$ cat src/rtl/debounce_scan_scheduler.sv
// Scanned spike filter for CHANNELS raw inputs with a shared update datapath.
// Level changes are queued in a small event FIFO behind a valid/ready handshake.
module debounce_scan_scheduler #(
    parameter int   CHANNELS      = 8,
    parameter int   WIDTH         = 2,
    parameter int   PRESCALE      = 1000,
    parameter logic INITIAL_VALUE = 1'b1,
    parameter int   EVENT_DEPTH   = 4
) (
    input  logic                        clk,
    input  logic                        rst,
    input  logic                        enable,
    input  logic [CHANNELS-1:0]         in,
    output logic [CHANNELS-1:0]         out,
    output logic                        event_valid,
    input  logic                        event_ready,
    output logic [$clog2(CHANNELS)-1:0] event_channel,
    output logic                        event_level,
    output logic                        scanning,
    output logic                        overflow,
    input  logic                        overflow_clr
);

    localparam int IDX_W = $clog2(CHANNELS);
    localparam int PW    = $clog2(PRESCALE);
    localparam int AW    = $clog2(EVENT_DEPTH);

    localparam logic [WIDTH-1:0]    CNT_MAX    = '1;
    localparam logic [WIDTH-1:0]    CNT_INIT   = {WIDTH{INITIAL_VALUE}};
    localparam logic [CHANNELS-1:0] OUT_INIT   = {CHANNELS{INITIAL_VALUE}};
    localparam logic [PW-1:0]       PRESC_LAST = PW'(PRESCALE - 1);
    localparam logic [IDX_W-1:0]    IDX_LAST   = IDX_W'(CHANNELS - 1);
    localparam logic [AW:0]         FIFO_FULL  = (AW + 1)'(EVENT_DEPTH);

    typedef enum logic {
        IDLE,
        SCAN
    } state_t;

    typedef struct packed {
        logic [IDX_W-1:0] channel;
        logic             level;
    } event_t;

    logic [CHANNELS-1:0] sync1;
    logic [CHANNELS-1:0] sync2;
    logic [CHANNELS-1:0] snapshot;
    logic [WIDTH-1:0]    cnt [CHANNELS];

    logic [PW-1:0]       presc;
    logic                tick;

    state_t              state;
    logic [IDX_W-1:0]    idx;

    logic [WIDTH-1:0]    c_cur;
    logic [WIDTH-1:0]    c_next;
    logic                s_cur;
    logic                out_cur;
    logic                out_next;
    logic                push;
    event_t              ev_in;

    event_t              mem [EVENT_DEPTH];
    event_t              head;
    logic [AW-1:0]       wr_ptr;
    logic [AW-1:0]       rd_ptr;
    logic [AW:0]         count;
    logic [AW:0]         count_next;
    logic                full;
    logic                pop;
    logic                push_ok;
    logic                drop;
    logic                overrun;

    // Two-flop synchronizer, free running regardless of enable.
    always_ff @(posedge clk) begin
        if (rst) begin
            sync1 <= OUT_INIT;
            sync2 <= OUT_INIT;
        end else begin
            sync1 <= in;
            sync2 <= sync1;
        end
    end

    always_ff @(posedge clk) begin
        if (rst) begin
            presc <= '0;
        end else if (enable) begin
            presc <= (presc == PRESC_LAST) ? '0 : presc + 1'b1;
        end
    end

    assign tick = enable && (presc == PRESC_LAST);

    always_ff @(posedge clk) begin
        if (rst) begin
            state    <= IDLE;
            idx      <= '0;
            snapshot <= OUT_INIT;
            scanning <= 1'b0;
        end else begin
            unique case (state)
                IDLE: begin
                    if (tick) begin
                        snapshot <= sync2;
                        idx      <= '0;
                        state    <= SCAN;
                        scanning <= 1'b1;
                    end
                end
                SCAN: begin
                    if (idx == IDX_LAST) begin
                        idx      <= '0;
                        state    <= IDLE;
                        scanning <= 1'b0;
                    end else begin
                        idx <= idx + 1'b1;
                    end
                end
                default: begin
                    state    <= IDLE;
                    scanning <= 1'b0;
                end
            endcase
        end
    end

    // Shared filter datapath; the saturation clause overrides the decay clause.
    always_comb begin
        c_cur    = cnt[idx];
        s_cur    = snapshot[idx];
        out_cur  = out[idx];
        c_next   = c_cur;
        out_next = out_cur;
        if (c_cur == '0) begin
            out_next = 1'b0;
        end else if (!s_cur) begin
            c_next = c_cur - 1'b1;
        end
        if (c_cur == CNT_MAX) begin
            out_next = 1'b1;
        end else if (s_cur) begin
            c_next = c_cur + 1'b1;
        end
        push          = (state == SCAN) && (out_next != out_cur);
        ev_in.channel = idx;
        ev_in.level   = out_next;
    end

    always_ff @(posedge clk) begin
        if (rst) begin
            for (int k = 0; k < CHANNELS; k++) begin
                cnt[k] <= CNT_INIT;
            end
            out <= OUT_INIT;
        end else if (state == SCAN) begin
            cnt[idx] <= c_next;
            out[idx] <= out_next;
        end
    end

    assign full    = (count == FIFO_FULL);
    assign pop     = event_valid && event_ready;
    assign push_ok = push && (!full || pop);
    assign drop    = push && full && !pop;
    assign overrun = tick && (state == SCAN);

    always_comb begin
        count_next = count;
        unique case ({push_ok, pop})
            2'b10:   count_next = count + 1'b1;
            2'b01:   count_next = count - 1'b1;
            default: count_next = count;
        endcase
    end

    // A push into a full FIFO that is also popping reuses the slot being read.
    always_ff @(posedge clk) begin
        if (push_ok) begin
            mem[wr_ptr] <= ev_in;
        end
    end

    always_ff @(posedge clk) begin
        if (rst) begin
            wr_ptr      <= '0;
            rd_ptr      <= '0;
            count       <= '0;
            event_valid <= 1'b0;
        end else begin
            if (push_ok) begin
                wr_ptr <= wr_ptr + 1'b1;
            end
            if (pop) begin
                rd_ptr <= rd_ptr + 1'b1;
            end
            count       <= count_next;
            event_valid <= (count_next != '0);
        end
    end

    assign head          = mem[rd_ptr];
    assign event_channel = head.channel;
    assign event_level   = head.level;

    always_ff @(posedge clk) begin
        if (rst) begin
            overflow <= 1'b0;
        end else if (drop || overrun) begin
            overflow <= 1'b1;
        end else if (overflow_clr) begin
            overflow <= 1'b0;
        end
    end

endmodule

$ cat config.mk
export PLATFORM = sky130hd
export DESIGN_NAME = debounce_scan_scheduler
export DESIGN_NICKNAME = d
export VERILOG_FILES = /design/src/rtl/debounce_scan_scheduler.sv
export SDC_FILE = /design/constraint.sdc
export NUM_CORES = 1
export LEC_CHECK = 0
export ABC_AREA = 1
export BUFFER_PORTS_ARGS = -buffer_cell sky130_fd_sc_hd__buf_2
export CAP_MARGIN = 30
export CORE_MARGIN = 2
export CORE_UTILIZATION = 50
export CTS_CLUSTER_DIAMETER = 50
export CTS_CLUSTER_SIZE = 24
export DETAILED_ROUTE_END_ITERATION = 6
export GPL_ROUTABILITY_DRIVEN = 0
export PLACE_DENSITY = 0.68
export REMOVE_ABC_BUFFERS = 1
export SLEW_MARGIN = 10
export SYNTH_ARGS = -nofsm -noshare
export SYNTH_HDL_FRONTEND = slang
export SYNTH_SLANG_ARGS = --single-unit
$ cat constraint.sdc
create_clock -name clk -period 3.6 [get_ports clk]
set_input_delay 0.18 -clock clk [delete_from_list [all_inputs] [get_ports clk]]
set_output_delay 0.18 -clock clk [all_outputs]
set_load 0.01 [all_outputs]
After elaboration in Yosys (flattened, before gate mapping)

Memories as Yosys holds them, arrays and structs flattened. A register that Yosys moved wholly into a read port is not among the register bits.
Index checks and enable logic that the tools add are counted.
Widths: inputs -> output; s select.

Reductions and logical operators: 18
Bitwise gates (word level): 1
Add/subtract/negate cells: 8
Muxes and demuxes: 40
Eq/ne operators: 9
$lt $le $gt $ge: 2

Operator list:

| cell                  | number |
|---|---|
| $mux 1                | 19 |
| $mux 3                | 5 |
| $mux 2                | 7 |
| $pmux 3 s2            | 2 |
| $add 10x1->10 const B | 1 |
| $eq 10x10->1 const B  | 1 |
| $mux 10               | 1 |
| $bwmux 8              | 1 |
| $logic_and 1x1->1     | 8 |
| $add 2x1->2 const B   | 3 |
| $add 3x1->3 const B   | 2 |
| $bmux 1 s3            | 2 |
| $eq 3x3->1 const B    | 2 |
| $eq 2x2->1 const B    | 2 |
| $lt 3x4->1 const B    | 1 |
| $pmux 1 s2            | 2 |
| $reduce_and 2->1      | 2 |
| $demux 1 s3           | 1 |
| $ge 3x1->1 const B    | 1 |
| $reduce_bool 3->1     | 1 |
| $sub 3x1->3 const B   | 1 |
| $eq 2x1->1 const B    | 1 |
| $logic_not 1->1       | 2 |
| $logic_not 2->1       | 1 |
| 8 further kinds       | 9 |

Logic and storage cells: 93
Flip-flop bits (word level): 56
Input bits: 13
Memories kept: 2
Output and inout bits: 15
Memory bits (writable): 32

Memory list:

| memory | words | bits a word | read ports | clocked after Yosys merged registers in | wr ports | RTL line | RTL |
|---|---|---|---|---|---|---|---|
| cnt    | 8     | 2           | 1          | 1                                       | 8        | 48       | `logic [WIDTH-1:0] cnt [CHANNELS];` |
| mem    | 4     | 4           | 1          | 1                                       | 1        | 64       | `event_t mem [EVENT_DEPTH];` |

Depth between registers and ports, before layout

Gate-level depths: netlist of run 1.

Word-level depth: 10
Mapped depth: 22
Depth with buffers taken out: 21

Worst setup path before layout of run 1

Ideal clock, no wire load.

Path kind: reg-to-reg
From: reg with a tool-made name
To: reg event_valid
Buffers on the path: 1
Clock period less this slack: 2545 ps
Path slack: 1055 ps
Arrival: 2432 ps
Cell stages (with the launch flop): 23
Library setup time: 113 ps
Required time: 3487 ps
Cells stage by stage: dfxtp_1 buf_2 inv_2 nor2_1 o32ai_1 inv_1 o21ai_1 inv_1 ha_1 inv_1 nor2_1 inv_1 nand2_4 nand3_2 nand2_2 inv_2 fa_1 inv_1 nand3_1 nand2_1 nand2_1 nand2_1 nand2_1

RTL lines:

| item                 | RTL line | RTL |
|---|---|---|
| end signal, assigned | 200      | `event_valid <= (count_next != '0);` |
| end, declared        | 15       | `output logic event_valid,` |

==> summary.txt, run 1 <==
Worst setup path
  – WP data required: 3.85 ns
  – Worst setup EP type: register
  – Arrival @ worst endpoint: 3.15 ns
  – Startpoint types: register
  – Worst-path fanout max: 9
  – Crit Path Class: reg -> reg
  – FF-to-FF setup slack: ~0.7 ns

Global route
  – Total grt overflow: 0
  – All-Layer GR Usage: 18.9%
  – Initial antenna violation count: 0
  – First-pass GRT wire length: 13100 µm
  – Vias in the first global route: approximately 2900
  – Largest net degree at the start of global routing: 36

Synthesis
  – Mean Syn Cell Area: 8.83 µm²
  – Complex-gate fraction of the synthesized area: 9.72%
  – Mux share of post-synthesis cell area: 0%
  – Yosys cell types: 36
  – Synth Area in XOR/XNOR: 0.433%
  – FFs w/ async S/R, synth: 0%
  – Fraction of the yosys area taken by sequential cells: 54.0%
  – Most used DFF post-synth: dfxtp_1
  – Synthesized instance count: 458
  – Simple-Gate Fraction of Synth Area: between 20% and 30%
  – Post-Synth Adder-Cell Area: 3.28%
  – Largest family of logic cells by synthesized area: simple AND/OR/NAND/NOR gates
  – Mapped cell area: 4040 µm²
  – Register bit total from synthesis: 93
  – EDFF count, synth: 32
  – YS warnings: 0

Die
  – IO Count: 28
  – Die height: around 94 µm
  – Core area: 7770 µm²
  – Die width: 93.9 µm
  – Die area: around 9000 µm²
  – # rows: 32
  – Initial core utilization: 52.1%

Clock network
  – Cts bufs inserted: 9
  – Root Driver: clkbuf_8
  – Cts hold-fix bufs: 8
  – Gates resized, CTS repair: 0
  – Setup bufs post-CTS: 0
  – CTS tree: done
  – H-tree depth: 3
  – Clock slew at reported path FFs: 0.09 ns
  – CTS Buffer Depth: 2
  – Worst skew pair latency: 0.36 ns
  – Clock sinks: 93

STA
  – Final setup violating endpoints: 0
  – Period utilisation layout: between 80% and 90%
  – Worst Clk Skew: a little under 0.007 ns
  – F_max: 0.344 GHz
  – RSZ-0062 raised after global routing: no
  – Setup TNS: 0 ns
  – Max-slew headroom: 51.8%
  – Max-slew violations: 0
  – Hold Fails Final Rpt: 0
  – Worst slew pin tran: around 0.72 ns
  – Final min period: 2.90 ns

Finish
  – N_diodes: 0
  – Register area: between 2000 and 2500 µm²
  – Filler instances: 706
  – Layout cells sized above 1: between 10% and 20%
  – Multi-input gate area: about 1600 µm²
  – Post-layout nets: 514
  – Synth-to-Final Area Change: 11.9%
  – Final Util: about three fifths

Detailed routing
  – Total number of vias: 3058
  – DR iter-0 viols: 182
  – Wire per inst: about 13 µm
  – Total wire length: 7650 µm
  – Routed Antenna Nets: 0
  – Drt pass-1 iters: 4
  – Vias/cell: 5.11
  – DRC viols: 0

Hold path
  – Hold Path Class: in -> reg

Run
  – Maxcap violations: 0

Power and ir drop
  – Power Total: 1.99 mW
  – PD cells: 440 nW/µm²
  – Max IR drop VDD: between 0.3 and 0.4 mV
  – Static Leak: 1.83 nW
  – Sw frac: 24.9%
  – P_sw: between 400 and 500 µW
  – Logic gate share of total power: 8.4%
  – Share of power burned in registers: 56.9%
  – Pint: between 1 and 1.5 mW
  – Clk pwr share: 34.6%

Placed design
  – IO Port Bufs: 27
  – Dpl hpwl: about 5500 µm

Run status
  – Status: completed
synthesized netlist by cell type, types with 2 or more instances:
cell,number,area [µm²]
nor2_1,57,214
buf_2,3,15.0
buf_4,3,22.5
nand2_1,56,210
nand2_4,2,22.5
nand2_2,6,37.5
o21ai_0,20,100
or2_2,17,106
nor2_2,2,12.5
nand4_1,4,25.0
edfxtp_1,32,961
ha_1,9,113
nor3_1,14,70.1
nand3_2,3,30.0
o32ai_1,4,35.0
clkbuf_1,7,26.3
dfxtp_1,61,1220
nand3_1,37,185
o22ai_1,8,50.1
nor2_4,3,33.8
inv_1,58,218
o21ai_1,8,40.0
inv_2,3,11.3
a21oi_1,29,145
worst max-delay path: stages, from the launching register on:
cell and delay, ns:
dfxtp_1 0.49, nor2_1 0.10, o32ai_1 0.29, inv_1 0.09, o21ai_1 0.22, inv_1 0.10
ha_1 0.20, inv_1 0.08, nor2_1 0.06, inv_1 0.11, nand2_4 0.07, nand3_2 0.06
nand2_2 0.07, inv_2 0.07, fa_1 0.40, inv_1 0.06, nand3_1 0.07, nand2_1 0.09
nand2_1 0.05, nand2_1 0.06, nand2_1 0.06
path summary, 6_finish.rpt:
kind | from | end | depth (start not counted)
hold / removal | enable | presc[2]$_SDFFE_PP0P_ | 3
setup reg to reg | register | event_valid$_SDFF_PP0_ | 20
hold reg to reg | sync1[7]$_SDFF_PP1_ | sync2[7]$_SDFF_PP1_ | 1
setup / recovery | register | event_valid$_SDFF_PP0_ | 20
registers in the layout, indices dropped and copies added (netlist names), 2 cells and up, named ones only:
register and count:
presc 10, wr_ptr 2, rd_ptr 2, sync1 8, cnt 16, out 8
mem 16, count 3, snapshot 8, sync2 8, idx 3
placed cells by master, fill, tap and decap left out, types with 9 or more instances in the layout:
cell | Yosys | layout
a21oi_1 | 29 | 29
buf_2 | 3 | 27
clkbuf_8 | 0 | 10
dfxtp_1 | 61 | 61
edfxtp_1 | 32 | 32
ha_1 | 9 | 9
inv_1 | 58 | 58
nand2_1 | 56 | 56
nand3_1 | 37 | 37
nor2_1 | 57 | 57
nor3_1 | 14 | 14
o21ai_0 | 20 | 20
or2_2 | 17 | 17
metrics by stage:
step	setup WS [ns]	hold WS, ns	cells	area (µm²)
3_3_place_gp	0.902	0.363	574	4240
4_1_cts	0.702	0.139	598	4520
2_1_floorplan	1.08	0.249	445	3980
3_5_place_dp	0.718	0.364	574	4240
5_1_grt	0.428	0.154	598	4520
6_report	0.697	0.154	598	4520
cell type report:
| type | count | share of cell area [%] |
|---|---|---|
| flip-flops and latches | 93 | 48.2 |
| clock buffers | 11 | 3.60 |
| inverters | 62 | 5.20 |
| multi-input cells | 290 | 34.5 |
| clock inverters | 5 | 0.857 |
| repair buffers | 35 | 4.76 |
| well taps | 102 | 2.82 |
power by group through the flow:
stage / clock network [mW] / registers, mW / logic, mW
floorplan: 0 / 1.16 / 0.112
finish: 0.689 / 1.13 / 0.168
global route: 0.750 / 1.14 / 0.192
detailed placement: 0 / 1.16 / 0.162
global placement: 0 / 1.16 / 0.158
CTS: 0.702 / 1.13 / 0.169
layer usage:
| layer | up-vias | track usage, % | share of wire, % |
|---|---|---|---|
| met5 | - | 0 | 0 |
| met4 | 0 | 5.80 | 0.54 |
| met3 | 4 | 4.41 | 4.1 |
| met2 | 63 | 31.7 | 49 |
| met1 | 1403 | 24.4 | 47 |
| li1 | 1588 | - | - |
cell families after synthesis:
group / after synthesis
and+or+nand+nor: 206
xor gates and xnor gates: 2
DFF: 93
adders and majority gates: 10
AOI/OAI and AO/OA: 72
buffers and inverters: 75
Note: power is estimated with default switching activity, not from simulation.
==> inputs of run 2 (changes only) <==
--- a/config.mk
+++ b/config.mk
@@ -5,7 +5,7 @@
 export SDC_FILE = /design/constraint.sdc
 export NUM_CORES = 1
 export LEC_CHECK = 0
-export ABC_AREA = 1
+export ABC_AREA = 0
 export BUFFER_PORTS_ARGS = -buffer_cell sky130_fd_sc_hd__buf_2
 export CAP_MARGIN = 30
 export CORE_MARGIN = 2
@@ -14,7 +14,7 @@
 export CTS_CLUSTER_SIZE = 24
 export DETAILED_ROUTE_END_ITERATION = 6
 export GPL_ROUTABILITY_DRIVEN = 0
-export PLACE_DENSITY = 0.68
+export PLACE_DENSITY = 0.7
 export REMOVE_ABC_BUFFERS = 1
 export SLEW_MARGIN = 10
 export SYNTH_ARGS = -nofsm -noshare
==> constraint.sdc (replaced) <==
create_clock -name clk -period 2.53 [get_ports clk]
set_input_delay 0.1265 -clock clk [delete_from_list [all_inputs] [get_ports clk]]
set_output_delay 0.1265 -clock clk [all_outputs]
set_load 0.01 [all_outputs]
==> run 2 against run 1 <==
The run now ends with negative setup slack left; highest routed layer unchanged; critical path depth shrank 6; combinational power is 59% lower; global-route usage rose by 0.42 points; clock skew up 0.0028 ns; first-iteration DRC count increased by 16%; total power increased by 30%; synthesized cell count down 16%; clock power is 40% higher; cell area up 14%; via count shrank 0.62%; area after synthesis increased by 4.3%.
==> summary.txt, run 2 <==
Run status
  – Status: finished, violations left
  – Failing checks: negative setup slack

STA
  – RSZ-0062 raised after global routing: yes
  – Final setup violating endpoints: 34 (+34)
  – Final WS setup: -0.899 ns (-1.60 ns)
  – Worst Clk Skew: 0.00949 ns (+0.00277 ns)
  – Max-slew violations: 0 (unchanged)
  – Worst slew pin tran: 0.528 ns (-0.193 ns)
  – Max-slew headroom: 64.5% (+13 points)
  – F_max: 0.292 GHz (-15%)
  – Setup TNS: -6.14 ns (-6.14 ns)
  – Period utilisation layout: 136% (+55 points)
  – Final min period: 3.43 ns (+0.526 ns)
  – Hold Fails Final Rpt: 0 (unchanged)

Global route
  – All-Layer GR Usage: 19.3% (+0.42 points)
  – Total grt overflow: 0 (unchanged)
  – First-pass GRT wire length: 13400 µm (+2.7%)
  – Vias in the first global route: 2876 (-2.4%)
  – Largest net degree at the start of global routing: 45 (+25%)
  – Initial antenna violation count: 0 (unchanged)

Finish
  – Post-layout nets: 477 (-7.2%)
  – Top flop regs: cnt (16), mem (16), presc (10)
  – Synth-to-Final Area Change: 22.7%
  – Layout cells sized above 1: 34.9% (+18 points)
  – Most common cell after layout, fill and taps aside: dfxtp_1
  – Most frequent cells in the layout: dfxtp_1 (60), buf_4 (38), nor2_1 (36)
  – Final instance area: 5170 µm² (+14%)
  – N_diodes: 0 (unchanged)

Power and ir drop
  – Max IR drop VDD: 0.353 mV (+7.4%)
  – Clk pwr share: 37.2% (+2.6 points)
  – Static Leak: 1.81 nW (-0.99%)
  – PD cells: 501 nW/µm² (+14%)
  – Sw frac: 20.2% (-4.7 points)
  – P_sw: 522 µW (+5.6%)
  – Logic gate share of total power: 2.7% (-5.7 points)
  – Share of power burned in registers: 60.1% (+3.2 points)
  – Pint: 2.07 mW (+38%)

Placed design
  – Pre-CTS setup slack: -1.01 ns (-1.73 ns)
  – IO Port Bufs: 27 (unchanged)
  – Dpl hpwl: 5980 µm (+7.8%)
  – Post-place instance area: 4680 µm² (+10%)

Die
  – Initial core utilization: 51.6% (-0.49 points)
  – # rows: 33 (+3.1%)
  – Die height: 95.8 µm (+2.0%)
  – IO Count: 28 (unchanged)
  – Core area: 8180 µm² (+5.3%)
  – Die area: 9180 µm² (+4.1%)
  – Die width: 95.8 µm (+2.0%)

Worst setup path
  – Worst setup EP type: register
  – WP data required: 2.81 ns (-1.04 ns)
  – Crit-path max cell delay: 0.50 ns (about the same)
  – Critical path, cell by cell: buf_6 > mux4_2 > mux2_4 > inv_2 > ha_2 > and3b_1 > nor2_1 > mux2i_1 > inv_1 > fa_1 > nand2b_4 > nor4_1 > or4_1 > o211ai_1
  – Worst r2r dst: event_valid$_SDFF_PP0_
  – Worst r2r path cells: 14 (-30%)
  – Startpoint types: register
  – Arrival @ worst endpoint: 3.71 ns (+0.56 ns)
  – FF-to-FF setup slack: -0.90 ns (-1.60 ns)
  – Crit Path Class: reg -> reg
  – Worst-path fanout max: 3 (-6)
  – Critical-path top delay cell: fa_1

Synthesis
  – Largest cells by area after synthesis: dfxtp_1 (29%), edfxtp_1 (23%), mux4_2 (4.8%)
  – FFs w/ async S/R, synth: 0% (unchanged)
  – Post-synth top cells: dfxtp_1 (61), nor2_1 (37), edfxtp_1 (32), nand2_1 (30), or2_2 (26)
  – Mapped cell area: 4220 µm² (+4.3%)
  – Most used DFF post-synth: dfxtp_1
  – Yosys cell types: 47 (+31%)
  – Cell taking the most area after synthesis: dfxtp_1
  – Fraction of the yosys area taken by sequential cells: 51.8% (-2.2 points)
  – Register bit total from synthesis: 93 (unchanged)
  – Mean Syn Cell Area: 11.0 µm² (+24%)
  – Synthesized instance count: 385 (-16%)
  – EDFF count, synth: 32 (unchanged)
  – YS warnings: 0 (unchanged)
  – Synth top area share: 29.0% (-1.2 points)
  – Most frequent cell after synthesis: dfxtp_1

Hold path
  – Hold Crit Start: enable
  – Worst hold endpoint: presc[0]$_SDFFE_PP0P_
  – Hold Path Cell Cnt: 3 (unchanged)
  – Hold Path Class: in -> reg

Clock network
  – H-tree depth: 3 (unchanged)
  – Worst skew pair latency: 0.35 ns (about the same)
  – CTS Buffer Depth: 2 (unchanged)
  – Clock slew at reported path FFs: 0.08 ns (about the same)
  – Cts bufs inserted: 9 (unchanged)
  – Root Driver: clkbuf_8
  – Clock sinks: 93 (unchanged)
  – CTS tree: done

Detailed routing
  – DRC viols: 0 (unchanged)
  – Wire per inst: 14.9 µm (+16%)
  – Vias/cell: 5.39 (+5.4%)
  – DR iter-0 viols: 211 (+16%)
  – Drt pass-1 iters: 4 (unchanged)
  – Routed Antenna Nets: 0 (unchanged)
  – Total wire length: 8380 µm (+9.6%)
  – Total number of vias: 3039 (-0.62%)

Run
  – Maxcap violations: 0 (unchanged)
[run 2: changes by cell type in the layout (fill, tap and decap cells not counted), moves of 9 or more]
cell,before,now
a211o_1,0,16
a21oi_1,29,9
buf_4,0,38
inv_1,58,5
mux4_2,0,9
nand2_1,56,29
nand3_1,37,4
nor2_1,57,36
nor2b_1,0,20
o21ai_0,20,0
or2_2,17,26
[run 2: how the worst max path moves through the flow]
| stage | cells past startpoint | startpoint | to | slack (ns) |
|---|---|---|---|---|
| finish | 14 | register | event_valid$_SDFF_PP0_ | -0.90 |
| global route | 14 | register | event_valid$_SDFF_PP0_ | -1.0 |
| CTS | 13 | register | event_valid$_SDFF_PP0_ | -0.86 |
| detailed placement | 13 | register | event_valid$_SDFF_PP0_ | -1.01 |
| global placement | 13 | register | event_valid$_SDFF_PP0_ | -0.90 |
| floorplan | 13 | register | event_valid$_SDFF_PP0_ | -1.39 |
[run 2: power groups by stage]
stage,sequential (mW),combinational (mW),clock (mW)
after floorplan,1.59,0.0289,0
after global placement,1.59,0.0587,0
after detailed placement,1.59,0.0604,0
after CTS,1.56,0.0706,0.979
after global routing,1.56,0.0777,1.04
final,1.56,0.0695,0.963
[run 2: kinds of logic (layout without fill, tap and decap cells)]
family,Yosys count,count (layout),share of synthesized area (%)
and+or+nand+nor,161,161,20.1
DFF,93,93,51.8
adders and majority gates,10,10,3.15
muxes,31,31,11.2
AOI/OAI and AO/OA,51,51,8.58
xor gates and xnor gates,13,13,2.70
buffers and inverters,26,100,2.52
[run 2: layer usage]
layer  vias up  GRT usage [%]  share of wire, %
met5         -              0                 0
met4         0           6.67               1.6
met3        12           3.76               4.0
met2        78           33.2                51
met1      1444           24.5                44
li1       1505              -                 -
[run 2: per-stage QoR]
| step | utilization (%) | total power, mW | instances | hold slack [ns] |
|---|---|---|---|---|
| final | 63.3 | 2.59 | 564 | 0.0979 |
| after global routing | 63.3 | 2.67 | 564 | 0.133 |
| after CTS | 61.8 | 2.61 | 562 | 0.0885 |
| after detailed placement | 57.3 | 1.65 | 536 | 0.312 |
| after global placement | 57.3 | 1.65 | 536 | 0.310 |
| after floorplan | - | 1.62 | 367 | 0.196 |
[run 2: final cells by class]
class / instances / area (µm²)
multi-input combinational: 266 / 2100
sequential: 93 / 2190
timing repair buffer: 76 / 534
clock buffer: 12 / 145
clock inverter: 4 / 47.5
fill: 649 / 3000
inverter: 8 / 30.0
tap: 105 / 131
[run 2: worst max-delay path, delay by kind of cell (launching register included)]
kind                       cells  cell delay [ns]
muxes                          3             0.98
DFF                            1             0.37
AOI/OAI and AO/OA              1             0.16
and+or+nand+nor                5             0.93
adders and majority gates      2             0.68
buffers and inverters          3             0.24
[run 2: repair_timing]
| item | in CTS | in global routing |
|---|---|---|
| pin swaps | 6 | 5 |
| resized for setup | 25 | 32 |
| hold endpoints to repair | 8 | 0 |
| hold buffers | 8 | 0 |
| buffers inserted | 3 | 3 |
| endpoints found under the setup margin | 39 | 39 |
==> inputs of run 3 (changes only) <==
--- a/config.mk
+++ b/config.mk
@@ -9,12 +9,12 @@
 export BUFFER_PORTS_ARGS = -buffer_cell sky130_fd_sc_hd__buf_2
 export CAP_MARGIN = 30
 export CORE_MARGIN = 2
-export CORE_UTILIZATION = 50
+export CORE_UTILIZATION = 54
 export CTS_CLUSTER_DIAMETER = 50
 export CTS_CLUSTER_SIZE = 24
 export DETAILED_ROUTE_END_ITERATION = 6
 export GPL_ROUTABILITY_DRIVEN = 0
-export PLACE_DENSITY = 0.7
+export PLACE_DENSITY = 0.75
 export REMOVE_ABC_BUFFERS = 1
 export SLEW_MARGIN = 10
 export SYNTH_ARGS = -nofsm -noshare
==> run 3 against run 2 <==
Fmax is 2.8% higher; largest cell class unchanged; sequential power about the same; final cell count is 0.71% lower; cell area is 0.99% lower; total power rose by 0.31%; first-iteration DRC count up 31%; global-route usage is 2.3 points higher; clock-buffer cell count unchanged; register-to-register slack better by 0.09 ns; sequential cell count did not move; wire length increased by 2.2%; the run still ends with negative setup slack left; sequential share of layout area grew 0.42 points.
==> summary.txt, run 3 (synthesized netlist as in run 2, its figures left out) <==
Worst setup path
  – Worst setup EP type: register
  – Crit Path Class: reg -> reg
  – Crit-path max cell delay: 0.50 ns (about the same)
  – Arrival @ worst endpoint: 3.63 ns (-0.08 ns)
  – Critical-path top delay cell: mux4_2
  – Delay-heaviest family, CP: multiplexers
  – Startpoint types: register
  – Worst-path fanout max: 4 (+1)
  – Critical path, cell by cell: mux4_2 > mux2_4 > ha_4 > and3b_2 > nor2_1 > mux2i_1 > inv_1 > fa_1 > nand2b_4 > nor4_2 > or4_1 > o211ai_1
  – WP data required: 2.83 ns (+0.02 ns)
  – Buf+Inv Stages, Crit Path: 1 (-2)

Die
  – Die width: 92.4 µm (-3.6%)
  – Core area: 7650 µm² (-6.5%)
  – Die height: 92.4 µm (-3.6%)
  – Die area: 8530 µm² (-7.1%)
  – # rows: 32 (-3.0%)
  – Initial core utilization: 55.1% (+3.6 points)
  – IO Count: 28 (unchanged)

Global route
  – Largest net degree at the start of global routing: 64 (+42%)
  – First-pass GRT wire length: 14200 µm (+5.9%)
  – All-Layer GR Usage: 21.7% (+2.3 points)
  – Vias in the first global route: 2913 (+1.3%)
  – Total grt overflow: 0 (unchanged)
  – Initial antenna violation count: 0 (unchanged)

Detailed routing
  – DRC viols: 0 (unchanged)
  – Wire per inst: 15.3 µm (+3.0%)
  – Met2 wire length: 4190 µm (-1.4%)
  – Vias/cell: 5.44 (+0.98%)
  – Metal3 WL: 427 µm (+26%)
  – Met1 WL: 3780 µm (+3.1%)
  – Total number of vias: 3047 (+0.26%)
  – Total wire length: 8570 µm (+2.2%)
  – Routed Antenna Nets: 0 (unchanged)
  – DR iter-0 viols: 276 (+31%)
  – Drt pass-1 iters: 4 (unchanged)
  – Top layer in use: met4

STA
  – RSZ-0062 raised after global routing: yes
  – Final hold slack: 0.0878 ns (-0.0101 ns)
  – Max-slew violations: 0 (unchanged)
  – Worst Clk Skew: 0.00935 ns (-0.000141 ns)
  – Max-slew headroom: 61.0% (-3.5 points)
  – Final WS setup: -0.804 ns (+0.0950 ns)
  – Worst slew pin tran: 0.585 ns (+0.0564 ns)
  – F_max: 0.300 GHz (+2.8%)
  – Hold Fails Final Rpt: 0 (unchanged)
  – Final min period: 3.33 ns (-0.0950 ns)
  – Period utilisation layout: 132% (-3.8 points)
  – Final setup violating endpoints: 23 (-32%)

Finish
  – Post-Layout Cell Count: 560 (-0.71%)
  – Layout cells sized above 1: 34.3% (-0.58 points)
  – Top flop regs: cnt (16), mem (16), presc (10)
  – Filler instances: 588 (-9.4%)
  – N_diodes: 0 (unchanged)
  – Synth-to-Final Area Change: 21.5%
  – Multi-input gate area: 2060 µm² (-2.0%)
  – Register area: 2190 µm² (unchanged)
  – Final Util: 67.0% (+3.7 points)
  – Post-layout nets: 476 (-0.21%)
  – Most frequent cells in the layout: dfxtp_1 (60), buf_4 (37), nor2_1 (36)
  – Most common cell after layout, fill and taps aside: dfxtp_1

Clock network
  – Root Driver: clkbuf_8
  – Clock sinks: 93 (unchanged)
  – H-tree depth: 3 (unchanged)
  – Cts bufs inserted: 9 (unchanged)
  – CTS Buffer Depth: 2 (unchanged)
  – CTS tree: done
  – Worst skew pair latency: 0.37 ns (+0.02 ns)
  – Clock slew at reported path FFs: 0.09 ns (about the same)

Power and ir drop
  – PD cells: 507 nW/µm² (+1.3%)
  – Sw frac: 21.6% (+1.5 points)
  – P_sw: 562 µW (+7.6%)
  – Pint: 2.04 mW (-1.5%)
  – Max IR drop VDD: 0.382 mV (+8.3%)
  – Static Leak: 1.79 nW (-1.0%)
  – Logic gate share of total power: 2.7% (about the same)
  – Share of power burned in registers: 59.9% (-0.2 points)
  – Clk pwr share: 37.4% (+0.2 points)

Placed design
  – Dpl cells: 529 (-1.3%)
  – Dpl hpwl: 5800 µm (-2.9%)
  – IO Port Bufs: 27 (unchanged)
  – Pre-CTS setup slack: -1.04 ns (-0.0347 ns)

Run status
  – Failing checks: negative setup slack
  – Status: finished, violations left

Hold path
  – Hold Path Class: in -> reg
  – Hold Crit Start: enable

Run
  – Maxcap violations: 0 (unchanged)
[run 3: changes by cell type in the layout (fill, tap and decap cells not counted), sizes merged]
cell / change
clkinv: -3
clkinvlp: +1
bufinv: -1
buf: -1
inv: +3
[run 3: path summary, 6_finish.rpt]
path                            endpoint  slack [ns]  cells past startpoint
setup / recovery  event_valid$_SDFF_PP0_       -0.80                     12
hold / removal     presc[0]$_SDFFE_PP0P_        0.09                      3
setup reg to reg  event_valid$_SDFF_PP0_       -0.80                     12
hold reg to reg      sync2[5]$_SDFF_PP1_        0.41                      1
[run 3: cell type report]
| class | count | share of cell area (%) |
|---|---|---|
| Clock buffer | 12 | 3.27 |
| Clock inverter | 4 | 0.538 |
| Inverter | 8 | 0.586 |
| Multi-Input combinational cell | 266 | 40.1 |
| Sequential cell | 93 | 42.7 |
| Tap cell | 102 | 2.49 |
| Timing Repair Buffer | 75 | 10.3 |
[run 3: stage by stage]
step	power (mW)	area [µm²]	setup TNS, ns
6_report	2.60	5120	-4.36
5_1_grt	2.67	5120	-6.32
4_1_cts	2.61	5030	-5.39
3_5_place_dp	1.65	4650	-12.57
3_3_place_gp	1.65	4650	-9.92
2_1_floorplan	1.62	4140	-16.43
[run 3: tightest hold or removal path, cell delays in order]
cell     delay (ns)
buf_2          0.14
xnor2_1        0.07
nor2_1         0.08
[run 3: power by group through the flow]
stage	logic, mW	clock network (mW)	registers (mW)
6_report	0.0692	0.972	1.56
4_1_cts	0.0685	0.988	1.56
3_3_place_gp	0.0572	0	1.59
3_5_place_dp	0.0581	0	1.59
5_1_grt	0.0756	1.03	1.56
2_1_floorplan	0.0289	0	1.59
[run 3: what timing repair did]
| action | 4_1_cts | 5_1_grt |
|---|---|---|
| gates resized for setup | 25 | 17 |
| setup buffers | 5 | 3 |
| setup endpoints to repair | 45 | 44 |
| hold buffers | 8 | 0 |
| pin swaps | 7 | 0 |
| hold endpoints to repair | 8 | 0 |
[run 3: per-layer routing]
layer  track usage, %  vias to the layer above
met2             35.9                       94
met1             27.6                     1436
li1                 -                     1500
met3             3.58                       17
met4             10.7                        0
met5                0                        -
